File: src/rtl/apb_spi_pkg.sv
// apb_spi_pkg: register offsets, STATUS/CTRL bit positions and dispatcher states for apb_spi_frontend.
package apb_spi_pkg;
  localparam logic [3:0] REG_TXDATA = 4'h0;
  localparam logic [3:0] REG_RXDATA = 4'h4;
  localparam logic [3:0] REG_STATUS = 4'h8;
  localparam logic [3:0] REG_CTRL   = 4'hC;
  localparam int ST_TX_EMPTY = 0;
  localparam int ST_TX_FULL  = 1;
  localparam int ST_RX_EMPTY = 2;
  localparam int ST_RX_FULL  = 3;
  localparam int ST_BUSY     = 4;
  localparam int ST_RX_OVF   = 5;
  localparam int CTRL_EN     = 0;
  localparam int CTRL_IRQ_EN = 1;
  localparam int CTRL_FLUSH  = 2;
  typedef enum logic [1:0] {IDLE, LAUNCH, WAIT_ACK, WAIT_DONE} disp_state_t;
endpackage

File: src/rtl/apb_spi_frontend_if.sv
// apb_spi_frontend_if: APB3 bus between the CPU-side master and the SPI front-end slave.
interface apb_spi_frontend_if #(parameter int ADDR_W = 4);
  logic              psel;
  logic              penable;
  logic              pwrite;
  logic [ADDR_W-1:0] paddr;
  logic [31:0]       pwdata;
  logic [31:0]       prdata;
  logic              pready;
  logic              pslverr;
  modport master (output psel, penable, pwrite, paddr, pwdata, input prdata, pready, pslverr);
  modport slave  (input psel, penable, pwrite, paddr, pwdata, output prdata, pready, pslverr);
endinterface

File: src/rtl/sync_fifo.sv
// sync_fifo: single-clock FIFO with push/pop/flush; full/empty from pointers carrying an extra wrap bit.
module sync_fifo #(
  parameter int WIDTH = 8,
  parameter int DEPTH = 4
) (
  input  logic             clk,
  input  logic             rst_n,
  input  logic             i_push,
  input  logic             i_pop,
  input  logic             i_flush,
  input  logic [WIDTH-1:0] i_din,
  output logic [WIDTH-1:0] o_dout,
  output logic             o_full,
  output logic             o_empty
);
  localparam int AW = $clog2(DEPTH);
  logic [AW:0]      r_wp;
  logic [AW:0]      r_rp;
  logic [WIDTH-1:0] r_mem [DEPTH];
  logic             w_pop;
  logic             w_push;
  assign o_empty = r_wp == r_rp;
  assign o_full  = (r_wp[AW] != r_rp[AW]) && (r_wp[AW-1:0] == r_rp[AW-1:0]);
  assign w_pop   = i_pop & !o_empty;
  // a full FIFO still accepts a push when the head leaves in the same cycle
  assign w_push  = i_push & (!o_full | w_pop);
  assign o_dout  = r_mem[r_rp[AW-1:0]];
  always_ff @(posedge clk or negedge rst_n)
    if (!rst_n) begin
      r_wp <= '0;
      r_rp <= '0;
    end else if (i_flush) begin
      r_wp <= '0;
      r_rp <= '0;
    end else begin
      r_wp <= r_wp + {{AW{1'b0}}, w_push};
      r_rp <= r_rp + {{AW{1'b0}}, w_pop};
    end
  always_ff @(posedge clk)
    if (w_push & !i_flush) r_mem[r_wp[AW-1:0]] <= i_din;
endmodule

File: src/rtl/apb_spi_frontend.sv
// apb_spi_frontend: zero-wait APB3 slave feeding spi_master from a TX FIFO and collecting bytes into an RX FIFO.
// Define APB_SPI_IRQ_EN to build the registered interrupt and the CTRL.irq_en bit.
module apb_spi_frontend import apb_spi_pkg::*; #(
  parameter int FIFO_DEPTH = 4,
  parameter int ADDR_W     = 4
) (
  input  logic              clk,
  input  logic              rst_n,
  apb_spi_frontend_if.slave apb,
  output logic              spi_start,
  output logic [7:0]        spi_wdata,
  input  logic              spi_ready,
  input  logic              spi_rx_valid,
  input  logic [7:0]        spi_rdata,
  output logic              irq
);
  disp_state_t       r_state;
  disp_state_t       w_next;
  logic              r_en;
  logic              r_rx_ovf;
  logic [7:0]        r_wdata;
  logic [ADDR_W-1:0] w_paddr;
  logic [3:0]        w_addr;
  logic              w_acc, w_wr, w_rd;
  logic              w_sel_tx, w_sel_rx, w_sel_st, w_sel_ctrl;
  logic              w_flush, w_tx_push, w_tx_pop, w_rx_push, w_rx_pop;
  logic              w_tx_full, w_tx_empty, w_rx_full, w_rx_empty;
  logic [7:0]        w_tx_dout, w_rx_dout;
  logic [31:0]       w_status, w_ctrl;
  logic              w_irq_en;
  logic              w_unused;
  assign w_paddr    = apb.paddr;
  assign w_unused   = ^{w_paddr, apb.pwdata};
  assign w_addr     = {w_paddr[3:2], 2'b00};
  assign w_acc      = apb.psel & apb.penable;
  assign w_wr       = w_acc & apb.pwrite;
  assign w_rd       = w_acc & !apb.pwrite;
  assign w_sel_tx   = w_addr == REG_TXDATA;
  assign w_sel_rx   = w_addr == REG_RXDATA;
  assign w_sel_st   = w_addr == REG_STATUS;
  assign w_sel_ctrl = w_addr == REG_CTRL;
  assign w_flush    = w_wr & w_sel_ctrl & apb.pwdata[CTRL_FLUSH];
  assign w_tx_push  = w_wr & w_sel_tx & !w_tx_full;
  assign w_tx_pop   = r_state == LAUNCH;
  assign w_rx_pop   = w_rd & w_sel_rx & !w_rx_empty;
  assign w_rx_push  = spi_rx_valid & (!w_rx_full | w_rx_pop);
  sync_fifo #(.WIDTH(8), .DEPTH(FIFO_DEPTH)) u_tx (
    .clk(clk), .rst_n(rst_n), .i_push(w_tx_push), .i_pop(w_tx_pop), .i_flush(w_flush),
    .i_din(apb.pwdata[7:0]), .o_dout(w_tx_dout), .o_full(w_tx_full), .o_empty(w_tx_empty)
  );
  sync_fifo #(.WIDTH(8), .DEPTH(FIFO_DEPTH)) u_rx (
    .clk(clk), .rst_n(rst_n), .i_push(w_rx_push), .i_pop(w_rx_pop), .i_flush(w_flush),
    .i_din(spi_rdata), .o_dout(w_rx_dout), .o_full(w_rx_full), .o_empty(w_rx_empty)
  );
  always_comb begin
    w_status = '0;
    w_status[ST_TX_EMPTY] = w_tx_empty;
    w_status[ST_TX_FULL]  = w_tx_full;
    w_status[ST_RX_EMPTY] = w_rx_empty;
    w_status[ST_RX_FULL]  = w_rx_full;
    w_status[ST_BUSY]     = r_state != IDLE;
    w_status[ST_RX_OVF]   = r_rx_ovf;
    w_ctrl = '0;
    w_ctrl[CTRL_EN]     = r_en;
    w_ctrl[CTRL_IRQ_EN] = w_irq_en;
  end
  always_comb begin
    apb.prdata  = '0;
    apb.pslverr = 1'b0;
    if (w_acc) begin
      if (w_sel_tx) apb.pslverr = !apb.pwrite | w_tx_full;
      else if (w_sel_rx) begin
        apb.pslverr = apb.pwrite | w_rx_empty;
        apb.prdata  = w_rx_pop ? {24'b0, w_rx_dout} : '0;
      end
      else if (w_sel_st) apb.prdata = w_rd ? w_status : '0;
      else apb.prdata = w_rd ? w_ctrl : '0;
    end
  end
  assign apb.pready = 1'b1;
  always_ff @(posedge clk or negedge rst_n)
    if (!rst_n) begin
      r_en     <= 1'b0;
      r_rx_ovf <= 1'b0;
    end else begin
      if (w_wr & w_sel_ctrl) r_en <= apb.pwdata[CTRL_EN];
      if (spi_rx_valid & w_rx_full & !w_rx_pop) r_rx_ovf <= 1'b1;
      else if (w_wr & w_sel_st & apb.pwdata[ST_RX_OVF]) r_rx_ovf <= 1'b0;
    end
  always_ff @(posedge clk or negedge rst_n)
    if (!rst_n) begin
      r_state <= IDLE;
      r_wdata <= '0;
    end else begin
      r_state <= w_next;
      if (r_state == IDLE && w_next == LAUNCH) r_wdata <= w_tx_dout;
    end
  // enable only gates the IDLE exit, so a transfer in flight always completes
  always_comb begin
    w_next = r_state;
    unique case (r_state)
      IDLE:      w_next = (r_en & !w_tx_empty & spi_ready) ? LAUNCH : IDLE;
      LAUNCH:    w_next = WAIT_ACK;
      WAIT_ACK:  w_next = spi_ready ? WAIT_ACK : WAIT_DONE;
      WAIT_DONE: w_next = spi_ready ? IDLE : WAIT_DONE;
      default:   w_next = IDLE;
    endcase
  end
  assign spi_start = r_state == LAUNCH;
  assign spi_wdata = r_wdata;
`ifdef APB_SPI_IRQ_EN
  logic r_irq_en;
  logic r_irq;
  always_ff @(posedge clk or negedge rst_n)
    if (!rst_n) begin
      r_irq_en <= 1'b0;
      r_irq    <= 1'b0;
    end else begin
      if (w_wr & w_sel_ctrl) r_irq_en <= apb.pwdata[CTRL_IRQ_EN];
      r_irq <= r_irq_en & (w_tx_empty | !w_rx_empty | r_rx_ovf);
    end
  assign w_irq_en = r_irq_en;
  assign irq      = r_irq;
`else
  assign w_irq_en = 1'b0;
  assign irq      = 1'b0;
`endif
endmodule
File: src/flat_wrapper.sv
// flat-port wrapper written by rule: the top's interface ports become plain ports
module apb_spi_frontend_flat import apb_spi_pkg::*;
#(
  parameter int FIFO_DEPTH = 4,
  parameter int ADDR_W     = 4
)
  (clk, rst_n, spi_start, spi_wdata, spi_ready, spi_rx_valid, spi_rdata, irq, apb_psel, apb_penable, apb_pwrite, apb_paddr, apb_pwdata, apb_prdata, apb_pready, apb_pslverr);
  apb_spi_frontend_if #(.ADDR_W(ADDR_W)) apb_i ();
  input  logic clk;
  input  logic rst_n;
  output logic spi_start;
  output logic [7:0] spi_wdata;
  input  logic spi_ready;
  input  logic spi_rx_valid;
  input  logic [7:0] spi_rdata;
  output logic irq;
  input wire logic [$bits(apb_i.psel)-1:0] apb_psel;
  input wire logic [$bits(apb_i.penable)-1:0] apb_penable;
  input wire logic [$bits(apb_i.pwrite)-1:0] apb_pwrite;
  input wire logic [$bits(apb_i.paddr)-1:0] apb_paddr;
  input wire logic [$bits(apb_i.pwdata)-1:0] apb_pwdata;
  output wire logic [$bits(apb_i.prdata)-1:0] apb_prdata;
  output wire logic [$bits(apb_i.pready)-1:0] apb_pready;
  output wire logic [$bits(apb_i.pslverr)-1:0] apb_pslverr;
  assign apb_i.psel = apb_psel;
  assign apb_i.penable = apb_penable;
  assign apb_i.pwrite = apb_pwrite;
  assign apb_i.paddr = apb_paddr;
  assign apb_i.pwdata = apb_pwdata;
  assign apb_prdata = apb_i.prdata;
  assign apb_pready = apb_i.pready;
  assign apb_pslverr = apb_i.pslverr;
  apb_spi_frontend #(.FIFO_DEPTH(FIFO_DEPTH), .ADDR_W(ADDR_W)) u_core (.clk(clk), .rst_n(rst_n), .apb(apb_i), .spi_start(spi_start), .spi_wdata(spi_wdata), .spi_ready(spi_ready), .spi_rx_valid(spi_rx_valid), .spi_rdata(spi_rdata), .irq(irq));
endmodule
File: config.mk
export PLATFORM = sky130hd
export DESIGN_NAME = apb_spi_frontend_flat
export DESIGN_NICKNAME = d
export VERILOG_FILES = /design/src/rtl/apb_spi_pkg.sv /design/src/rtl/apb_spi_frontend_if.sv /design/src/rtl/sync_fifo.sv /design/src/rtl/apb_spi_frontend.sv /design/src/flat_wrapper.sv
export SDC_FILE = /design/constraint.sdc
export NUM_CORES = 1
export LEC_CHECK = 0
export CAP_MARGIN = 20
export CORE_ASPECT_RATIO = 1.2
export CORE_MARGIN = 4
export CORE_UTILIZATION = 45
export DETAILED_ROUTE_END_ITERATION = 8
export PLACE_DENSITY = 0.76
export RECOVER_POWER = 50
export SKIP_CTS_REPAIR_TIMING = 1
export SLEW_MARGIN = 25
export SYNTH_ARGS = -nofsm -noshare
export SYNTH_HDL_FRONTEND = slang
export SYNTH_SLANG_ARGS = --single-unit
export TNS_END_PERCENT = 20
File: constraint.sdc
create_clock -name clk -period 2.2 [get_ports clk]
set_input_delay 0.44 -clock clk [delete_from_list [all_inputs] [get_ports clk]]
set_output_delay 0.44 -clock clk [all_outputs]
set_load 0.03 [all_outputs]
==> results.cfg, run 1 <==
[status]
run_status = complete, but fails checks
failed_checks = negative setup slack

[sta]
finalHoldViolCount = 0
fin_ws_ns = -0.171
fmax_mhz = 422
drv_slew = 0
setup_viol = 9
fin_worst_skew_ns = 0.0108
rsz0062_at_grt = true
whs_ns = 0.511
tightest_slew_ns = 1.42
post-route-period-util_pct = 108
min_period_ns = 2.37
timing.slew.headroom_pct = 5.60

[global_routing]
track_usage_pct = 14.6
grt_max_degree = 25
grt_pass1_vias = 2319
antenna_found_initial = 0
grt-ovfl-total = 0
grt_pass1_wl_um = 11700

[layout]
area_delta_synth_final_pct = 25.8
layout-drive-gt1-share_pct = 35.0
fin_area_sq_mm = 0.00507
fillerInstances = 661
antenna_cells = 0
fin_util_pct = 58.5
layout.nets = 377

[floorplanning]
core_sq_mm = 0.00866
rows = 37
chipWidth_um = 94.4
die_area_sq_mm = 0.0105
start_util_pct = 46.5
pin_count = 95
dieHeight_um = 112

[route]
wl_per_cell_um = 17.1
wirelength_um = 7520
via_per_inst = 4.96
drtIter0Drc = 93
ant_nets = 0
drt_pass1_iterations = 4
drc_errors = 0
vias = 2184

[placement]
io_buffers = 42
placed_cell_area_sq_mm = 0.00463
gp_congestion = 0.799
dp_hpwl_um = 5260

[clock_tree]
cts_made_buffers = 9
clkSinkCount = 88
clk_pin_slew_worst_paths_ns = 0.09
cts-root-buf = clkbuf_8
cts_tree = yes
clk_latency_ns = 0.35
cts_htree_levels = 3
clockBufferDepth = 2

[synthesis]
yosys_register_bits = 88
synth_edf_count = 64
synth_cell_types = 42
synth_top_area_cell = edfxtp_1
synth.avg_cell_area_sq_um = 16.9
async_reset_ff_share_pct = 27.3
yosysWarnings = 0
synth_cells = 239
synth_common_cells = 64 x edfxtp_1, 29 x buf_4, 24 x dfrtp_1
yosys.cell_count.top_type = edfxtp_1
synthTopCellsByArea = edfxtp_1 48%, dfrtp_1 15%, buf_4 5.4%, mux4_1 5.2%, mux4_2 4.5%
netlist_area_sq_mm = 0.00403
yosysTopAreaCellShare_pct = 47.7
seq_area_frac_synth_pct = 62.6
synth_ff_type = edfxtp_1

[setup_path]
crit_chain = xor2_2 > or3_4 > a221oi_4 > buf_6
cp_slowest_cell = dfrtp_2
r2r_cells = 4
cp_max_fo = 3
cp_slowest_stage_delay_ns = 0.45
crit_type = reg2out
worstPathRequired_ns = 1.76
cp_num_buf_inv = 1
worstPathArrival_ns = 1.93
worstSetupEndpointType = output port
cp-start-kind = flop
r2r_start = u_core.u_tx.r_wp[1]
reg2reg_slack_ns = 0.12
path_delay_family = flip-flops
r2r_end = u_core.spi_wdata[6]

[job]
maxCapViolCount = 0

[power_and_ir_drop]
power.density_mw_per_mm2 = 1130
peakVddDrop_v = 0.000644
total_power_mw = 5.73
leakage_nw = 2.00

[hold_path]
hold_path_depth = 1
min_from = u_core.r_rx_ovf
worstHoldPathType = reg2reg
whs_endpoint = u_core.r_rx_ovf
## worst max-delay path by stage
stage                         from                 endpoint  cells past startpoint  slack [ns]
2_1_floorplan         apb_paddr[2]  u_core.u_rx.r_mem[1][0]                      3       -0.18
3_3_place_gp          apb_paddr[2]            apb_prdata[1]                      5       -0.42
3_5_place_dp          apb_paddr[2]            apb_prdata[1]                      5       -0.41
4_1_cts               apb_paddr[2]            apb_prdata[1]                      5       -0.42
5_1_grt        u_core.u_rx.r_wp[2]              apb_pslverr                      4       -0.24
6_report       u_core.u_rx.r_wp[2]              apb_pslverr                      4       -0.17
## layout make-up
class	count	area, sq um	area share, %
repair buffers	76	713	14.1
clock buffers	10	138	2.72
multi-input cells	133	1430	28.1
inverters	10	37.5	0.741
well taps	117	146	2.89
clock inverters	6	75.1	1.48
flip-flops and latches	88	2530	50.0
## per-layer routing
metal	vias up	track usage (%)	share of wire, %
li1	1006	-	-
met1	1095	16.5	40
met2	67	26.5	54
met3	16	2.84	4.7
met4	0	6.17	1.8
met5	-	0	0
## worst reg2reg max path: stages (launching register included)
cell      delay, ns
dfrtp_1        0.40
xor2_1         0.42
o311a_1        0.23
clkbuf_1       0.57
mux2_4         0.36
## sequential cells by signal (all words and copies together) (netlist names)
register           count
u_core.u_tx.r_rp       3
u_core.spi_wdata       8
u_core.u_rx.r_wp       3
u_core.u_rx.r_rp       3
u_core.r_rx_ovf        1
u_core.u_tx.r_mem     32
u_core.r_en            1
u_core.u_rx.r_mem     32
u_core.u_tx.r_wp       3
u_core.r_state         2
## placed cells by master (no fill, tap or decap), types with 3 or more instances in the layout
| cell | count |
|---|---|
| edfxtp_1 | 64 |
| buf_4 | 32 |
| conb_1 | 26 |
| dlygate4sd3_1 | 18 |
| dfrtp_1 | 16 |
| nor2b_1 | 13 |
| clkbuf_8 | 10 |
| clkdlybuf4s50_1 | 10 |
| nor2_1 | 8 |
| mux4_2 | 8 |
| mux4_1 | 8 |
| mux2_4 | 8 |
| ha_1 | 8 |
| dfrtp_2 | 8 |
| inv_2 | 6 |
| xnor2_1 | 6 |
| buf_6 | 6 |
| dlymetal6s2s_1 | 5 |
| inv_1 | 4 |
| xor2_2 | 3 |
| or3_4 | 3 |
| nand3_1 | 3 |
| nor4b_1 | 3 |
| and3_1 | 3 |
## where the power goes
group / switching, mW / internal (mW) / leakage [nW] / total (mW)
logic: 1.07 / 1.11 / 1.02 / 2.18
registers: 0.254 / 2.13 / 0.868 / 2.39
clock network: 0.592 / 0.571 / 0.105 / 1.16
## per-stage QoR
stage / setup TNS (ns) / cells / worst slack, ns
global route: -1.85 / 440 / -0.236
detailed placement: -16.68 / 415 / -0.410
CTS: -3.14 / 431 / -0.415
floorplan: -5.37 / 263 / -0.178
global placement: -14.80 / 415 / -0.416
finish: -0.721 / 440 / -0.171
## logic make-up (layout without fill, tap and decap cells)
kind of cell             after synthesis  in the layout  share of synthesized area (%)
AO/OA/AOI/OAI                         15             15                           4.26
other                                  2             26                          0.186
XOR/XNOR                              12             12                           3.54
AND/OR/NAND/NOR                       47             47                           6.99
multiplexers                          25             25                           13.0
flip-flops                            88             88                           62.6
buffers and inverters                 42            102                           6.99
adder cells (fa/ha/maj)                8              8                           2.48
Note: power is estimated with default switching activity, not from simulation.
==> inputs of run 2 (changes only) <==
==> constraint.sdc (replaced) <==
create_clock -name clk -period 2.2 [get_ports clk]
set_input_delay 0.44 -clock clk [delete_from_list [all_inputs] [get_ports clk]]
set_output_delay 0.44 -clock clk [all_outputs]
set_load 0.01 [all_outputs]
==> run 2 against run 1 <==
  * The run still ends with negative setup slack left
  * Count of clock-buffer cells in the layout down 1
  * Global-route usage up 0.83 points
  * Clock skew is 0.0014 ns lower
  * Highest routed layer unchanged
  * Maximum frequency increased by 3.7%
  * Largest power group unchanged
==> results.cfg, run 2 (synthesized netlist as in run 1, its figures left out) <==
[global_routing]
grt_pass1_wl_um = 12200
grt_pass1_vias = 2335
grt-ovfl-total = 0
grt_max_degree = 25
antenna_found_initial = 0
track_usage_pct = 15.4

[hold_path]
whs_endpoint = u_core.spi_wdata[2]
hold_path_depth = 1
worstHoldPathType = reg2reg
min_from = u_core.spi_wdata[2]

[floorplanning]
dieHeight_um = 112
die_area_sq_mm = 0.0105
pin_count = 95
rows = 37
start_util_pct = 46.5
core_sq_mm = 0.00866
chipWidth_um = 94.4

[sta]
post-route-period-util_pct = 104
setup_tns_ns = -0.613
rsz0062_at_grt = true
fin_worst_skew_ns = 0.00943
fin_ws_ns = -0.0859
drv_slew = 0
min_period_ns = 2.29
finalHoldViolCount = 0
setup_viol = 9
timing.slew.headroom_pct = 4.23
tightest_slew_ns = 1.44
whs_ns = 0.516
fmax_mhz = 437

[clock_tree]
cts_tree = yes
cts-root-buf = clkbuf_8
cts_htree_levels = 3
clk_pin_slew_worst_paths_ns = 0.10
clkSinkCount = 88
clk_latency_ns = 0.35
cts_made_buffers = 9
clockBufferDepth = 2

[power_and_ir_drop]
power.density_mw_per_mm2 = 1140
peakVddDrop_v = 0.000533
leakage_nw = 2.06

[setup_path]
crit_type = reg2out
worstPathRequired_ns = 1.76
cp_slowest_cell = dfrtp_1
r2r_end = u_core.u_rx.r_rp[2]
cp_num_buf_inv = 3
cp_slowest_stage_delay_ns = 0.43
worstSetupEndpointType = output port
reg2reg_slack_ns = 0.06
crit_cells = 6
cp_max_fo = 9
r2r_cells = 11
cp-start-kind = flop
worstPathArrival_ns = 1.85
r2r_start = u_core.u_rx.r_wp[0]
path_delay_family = buffers and inverters
crit_chain = xor2_2 > buf_4 > o311ai_4 > buf_12 > o22ai_1 > clkbuf_2

[layout]
mostFrequentLayoutCell = edfxtp_1
instances_no_fill = 451
register_area_sq_mm = 0.00252
antenna_cells = 0
fillerInstances = 673
multiInputGateArea_sq_mm = 0.00142
fin_util_pct = 59.1
layout.nets = 388
area_delta_synth_final_pct = 27.0
final_cell_mix = 64 x edfxtp_1, 40 x buf_4, 26 x conb_1
layout-drive-gt1-share_pct = 35.6

[route]
via_per_inst = 5.00
drtIter0Drc = 58
drt_pass1_iterations = 4
vias = 2257
drc_errors = 0
wirelength_um = 7890
wl_per_cell_um = 17.5
ant_nets = 0

[placement]
gp_congestion = 0.817
io_buffers = 42
dp_hpwl_um = 5650
place_inst = 432

[status]
failed_checks = negative setup slack
run_status = complete, but fails checks

[job]
maxCapViolCount = 0
run 2: cell types whose count changed in the layout (fill, tap and decap cells not counted), sizes merged, moves of 2 or more:
| cell | change |
|---|---|
| buf | +7 |
| clkbuf | +3 |
| clkdlybuf4s50 | +2 |
| inv | +2 |
run 2: area by class of cell:
type	count	area share [%]
Inverter	10	0.733
Multi-Input combinational cell	133	27.8
Timing Repair Buffer	87	14.8
Tap cell	117	2.86
Clock inverter	7	2.13
Sequential cell	88	49.3
Clock buffer	9	2.42
run 2: worst max-delay path by stage:
stage / from / end / slack [ns]
detailed placement: apb_paddr[2] / apb_prdata[0] / -0.65
global route: u_core.u_tx.r_rp[2] / apb_prdata[0] / -0.18
CTS: u_core.u_tx.r_rp[2] / apb_prdata[0] / -0.65
global placement: apb_paddr[2] / apb_prdata[0] / -0.66
finish: u_core.u_rx.r_wp[0] / apb_prdata[4] / -0.09
floorplan: apb_paddr[2] / u_core.u_rx.r_mem[1][0] / -0.14
run 2: metal layers:
layer	track usage, %	wire (um)	up-vias
met3	4.05	433	8
met4	4.05	62	0
li1	-	-	1032
met1	19.5	3230	1141
met2	26.3	4160	76
met5	0	0	-
run 2: where the power goes:
group          internal (mW)  total, mW  switching, mW  leakage (nW)
registers               2.12       2.32          0.200         0.875
clock network          0.666       1.28          0.617         0.118
logic                   1.25       2.25           1.00          1.07
run 2: per-stage QoR:
step                setup slack [ns]  power (mW)  cell area, sq um
finish                       -0.0859        5.86              5120
global route                  -0.176        6.17              5120
CTS                           -0.647        5.77              5000
detailed placement            -0.653        4.47              4770
global placement              -0.659        4.40              4770
floorplan                     -0.137        3.60              4120
==> inputs of run 3 (changes only) <==
--- a/config.mk
+++ b/config.mk
@@ -5,13 +5,14 @@
 export SDC_FILE = /design/constraint.sdc
 export NUM_CORES = 1
 export LEC_CHECK = 0
+export ABC_AREA = 1
 export CAP_MARGIN = 20
 export CORE_ASPECT_RATIO = 1.2
 export CORE_MARGIN = 4
 export CORE_UTILIZATION = 45
 export DETAILED_ROUTE_END_ITERATION = 8
 export PLACE_DENSITY = 0.76
-export RECOVER_POWER = 50
+export RECOVER_POWER = 100
 export SKIP_CTS_REPAIR_TIMING = 1
 export SLEW_MARGIN = 25
 export SYNTH_ARGS = -nofsm -noshare
==> constraint.sdc (replaced) <==
create_clock -name clk -period 1.92 [get_ports clk]
set_input_delay 0.384 -clock clk [delete_from_list [all_inputs] [get_ports clk]]
set_output_delay 0.384 -clock clk [all_outputs]
set_load 0.01 [all_outputs]
==> run 3 against run 2 <==
  * The flow still finishes with violations (negative setup slack)
  * Sequential power increased by 15%
  * Register-to-register slack lost 0.02 ns
  * Setup slack worse by 0.013 ns
==> results.cfg, run 3 <==
[status]
run_status = complete, but fails checks
failed_checks = negative setup slack

[sta]
fin_ws_ns = -0.0992
setup_viol = 8
fin_worst_skew_ns = 0.00899
fmax_mhz = 495
timing.slew.headroom_pct = 11.2
rsz0062_at_grt = true
whs_ns = 0.480
min_period_ns = 2.02
post-route-period-util_pct = 105
finalHoldViolCount = 0
drv_slew = 0
tightest_slew_ns = 1.33

[clock_tree]
cts_made_buffers = 9
clkSinkCount = 88
clockBufferDepth = 2
clk_latency_ns = 0.35
cts-root-buf = clkbuf_8
cts_htree_levels = 3
clk_pin_slew_worst_paths_ns = 0.10
cts_tree = yes

[setup_path]
worstPathArrival_ns = 1.64
crit_path_start = u_core.u_rx.r_rp[0]
cp_max_fo = 7
worstPathRequired_ns = 1.54
r2r_start = u_core.u_rx.r_rp[0]
crit_type = reg2out
cp-start-kind = flop
worstSetupEndpointType = output port

[global_routing]
grt_max_degree = 25
track_usage_pct = 16.3
grt_pass1_vias = 3033
grt-ovfl-total = 0
antenna_found_initial = 0
grt_pass1_wl_um = 13600

[placement]
dp_hpwl_um = 6380
gp_congestion = 0.856
io_buffers = 42
pre_cts_slack_ns = -0.627

[floorplanning]
start_util_pct = 46.3
dieHeight_um = 114
die_area_sq_mm = 0.0110
pin_count = 95
rows = 38
core_sq_mm = 0.00908
chipWidth_um = 96.2

[route]
wirelength_um = 9110
drt_pass1_iterations = 5
via_per_inst = 4.85
drtIter0Drc = 123
ant_nets = 0
vias = 3126
wl_per_cell_um = 14.1
drc_errors = 0

[synthesis]
synth_ff_type = edfxtp_1
async_reset_ff_share_pct = 27.3
yosysTopAreaCellShare_pct = 45.8
yosysWarnings = 0
netlist_area_sq_mm = 0.00420
synth_top_area_cell = edfxtp_1
synth_common_cells = 97 x nand2_1, 64 x edfxtp_1, 48 x inv_1
seq_area_frac_synth_pct = 60.1
synth_cell_types = 29
synth.avg_cell_area_sq_um = 9.95
synth_cells = 422
yosys.cell_count.top_type = nand2_1
synth_edf_count = 64
yosys_register_bits = 88
synthTopCellsByArea = edfxtp_1 46%, dfrtp_1 14%, nand2_1 8.7%, buf_4 5.5%, inv_1 4.3%

[power_and_ir_drop]
power.density_mw_per_mm2 = 1300
leakage_nw = 2.48
peakVddDrop_v = 0.000588

[layout]
area_delta_synth_final_pct = 26.5
layout-drive-gt1-share_pct = 22.9
mostFrequentLayoutCell = nand2_1
final_cell_mix = 89 x nand2_1, 64 x edfxtp_1, 52 x buf_4
layout.nets = 579
antenna_cells = 0
fillerInstances = 722

[job]
maxCapViolCount = 0

[hold_path]
worstHoldPathType = reg2reg
min_from = u_core.spi_wdata[4]
[run 3: changes by cell type in the layout (fill, tap and decap cells not counted), moves of 10 or more]
cell	delta
nor2b_1	-10
nand2_1	+87
nor2_1	+33
nand3_1	+19
inv_1	+38
o21ai_0	+29
buf_4	+12
[run 3: final timing paths]
kind	endpoint	slack (ns)	cells past startpoint
min	u_core.spi_wdata[4]	0.48	2
min reg2reg	u_core.spi_wdata[4]	0.48	2
max reg2reg	u_core.u_rx.r_rp[1]	0.04	12
min in group asynchronous	u_core.u_tx.r_rp[1]	0.78	2
max in group asynchronous	u_core.u_rx.r_rp[0]	0.27	2
max	apb_prdata[4]	-0.1	7
[run 3: area by class of cell]
class	count	area [sq um]	area share, %
Tap cell	120	150	2.83
Timing Repair Buffer	101	855	16.1
Clock buffer	9	124	2.33
Inverter	51	199	3.74
Clock inverter	7	75.1	1.41
Sequential cell	88	2520	47.5
Multi-Input combinational cell	269	1390	26.1
[run 3: logic make-up after synthesis]
logic type	share of synthesized area, %
adder cells (fa/ha/maj)	2.38
other	0.179
AO/OA/AOI/OAI	5.81
flip-flops	60.1
XOR/XNOR	1.46
AND/OR/NAND/NOR	18.8
buffers and inverters	11.3
[run 3: worst max-delay path: stages (launching register included)]
cell and delay, ns:
dfrtp_2 0.47, inv_4 0.09, buf_6 0.14, o21ai_0 0.08
o22ai_1 0.21, nand2_1 0.08, nand2_1 0.08, clkbuf_2 0.13
[run 3: metrics by stage]
stage / instances / instance area (sq um) / power (mW) / utilization [%] / TNS (ns)
2_1_floorplan: 446 / 4290 / 4.27 / - / 0
3_3_place_gp: 621 / 4980 / 5.34 / 54.8 / -18.45
3_5_place_dp: 621 / 4980 / 5.44 / 54.8 / -22.32
4_1_cts: 637 / 5170 / 6.69 / 57.0 / -5.16
5_1_grt: 645 / 5310 / 7.41 / 58.5 / -1.63
6_report: 645 / 5310 / 6.92 / 58.5 / -0.560
[run 3: power breakdown]
part	switching [mW]	total, mW	internal, mW
combinational	1.67	3.01	1.34
clock	0.726	1.24	0.512
sequential	0.236	2.67	2.43
total	2.63	6.92	4.29
[run 3: metal layers]
layer | routed length, um | vias up | track usage (%)
li1 | - | 1526 | -
met1 | 3490 | 1488 | 19.0
met2 | 4990 | 106 | 29.6
met3 | 554 | 6 | 2.57
met4 | 76 | 0 | 5.98
met5 | 0 | - | 0
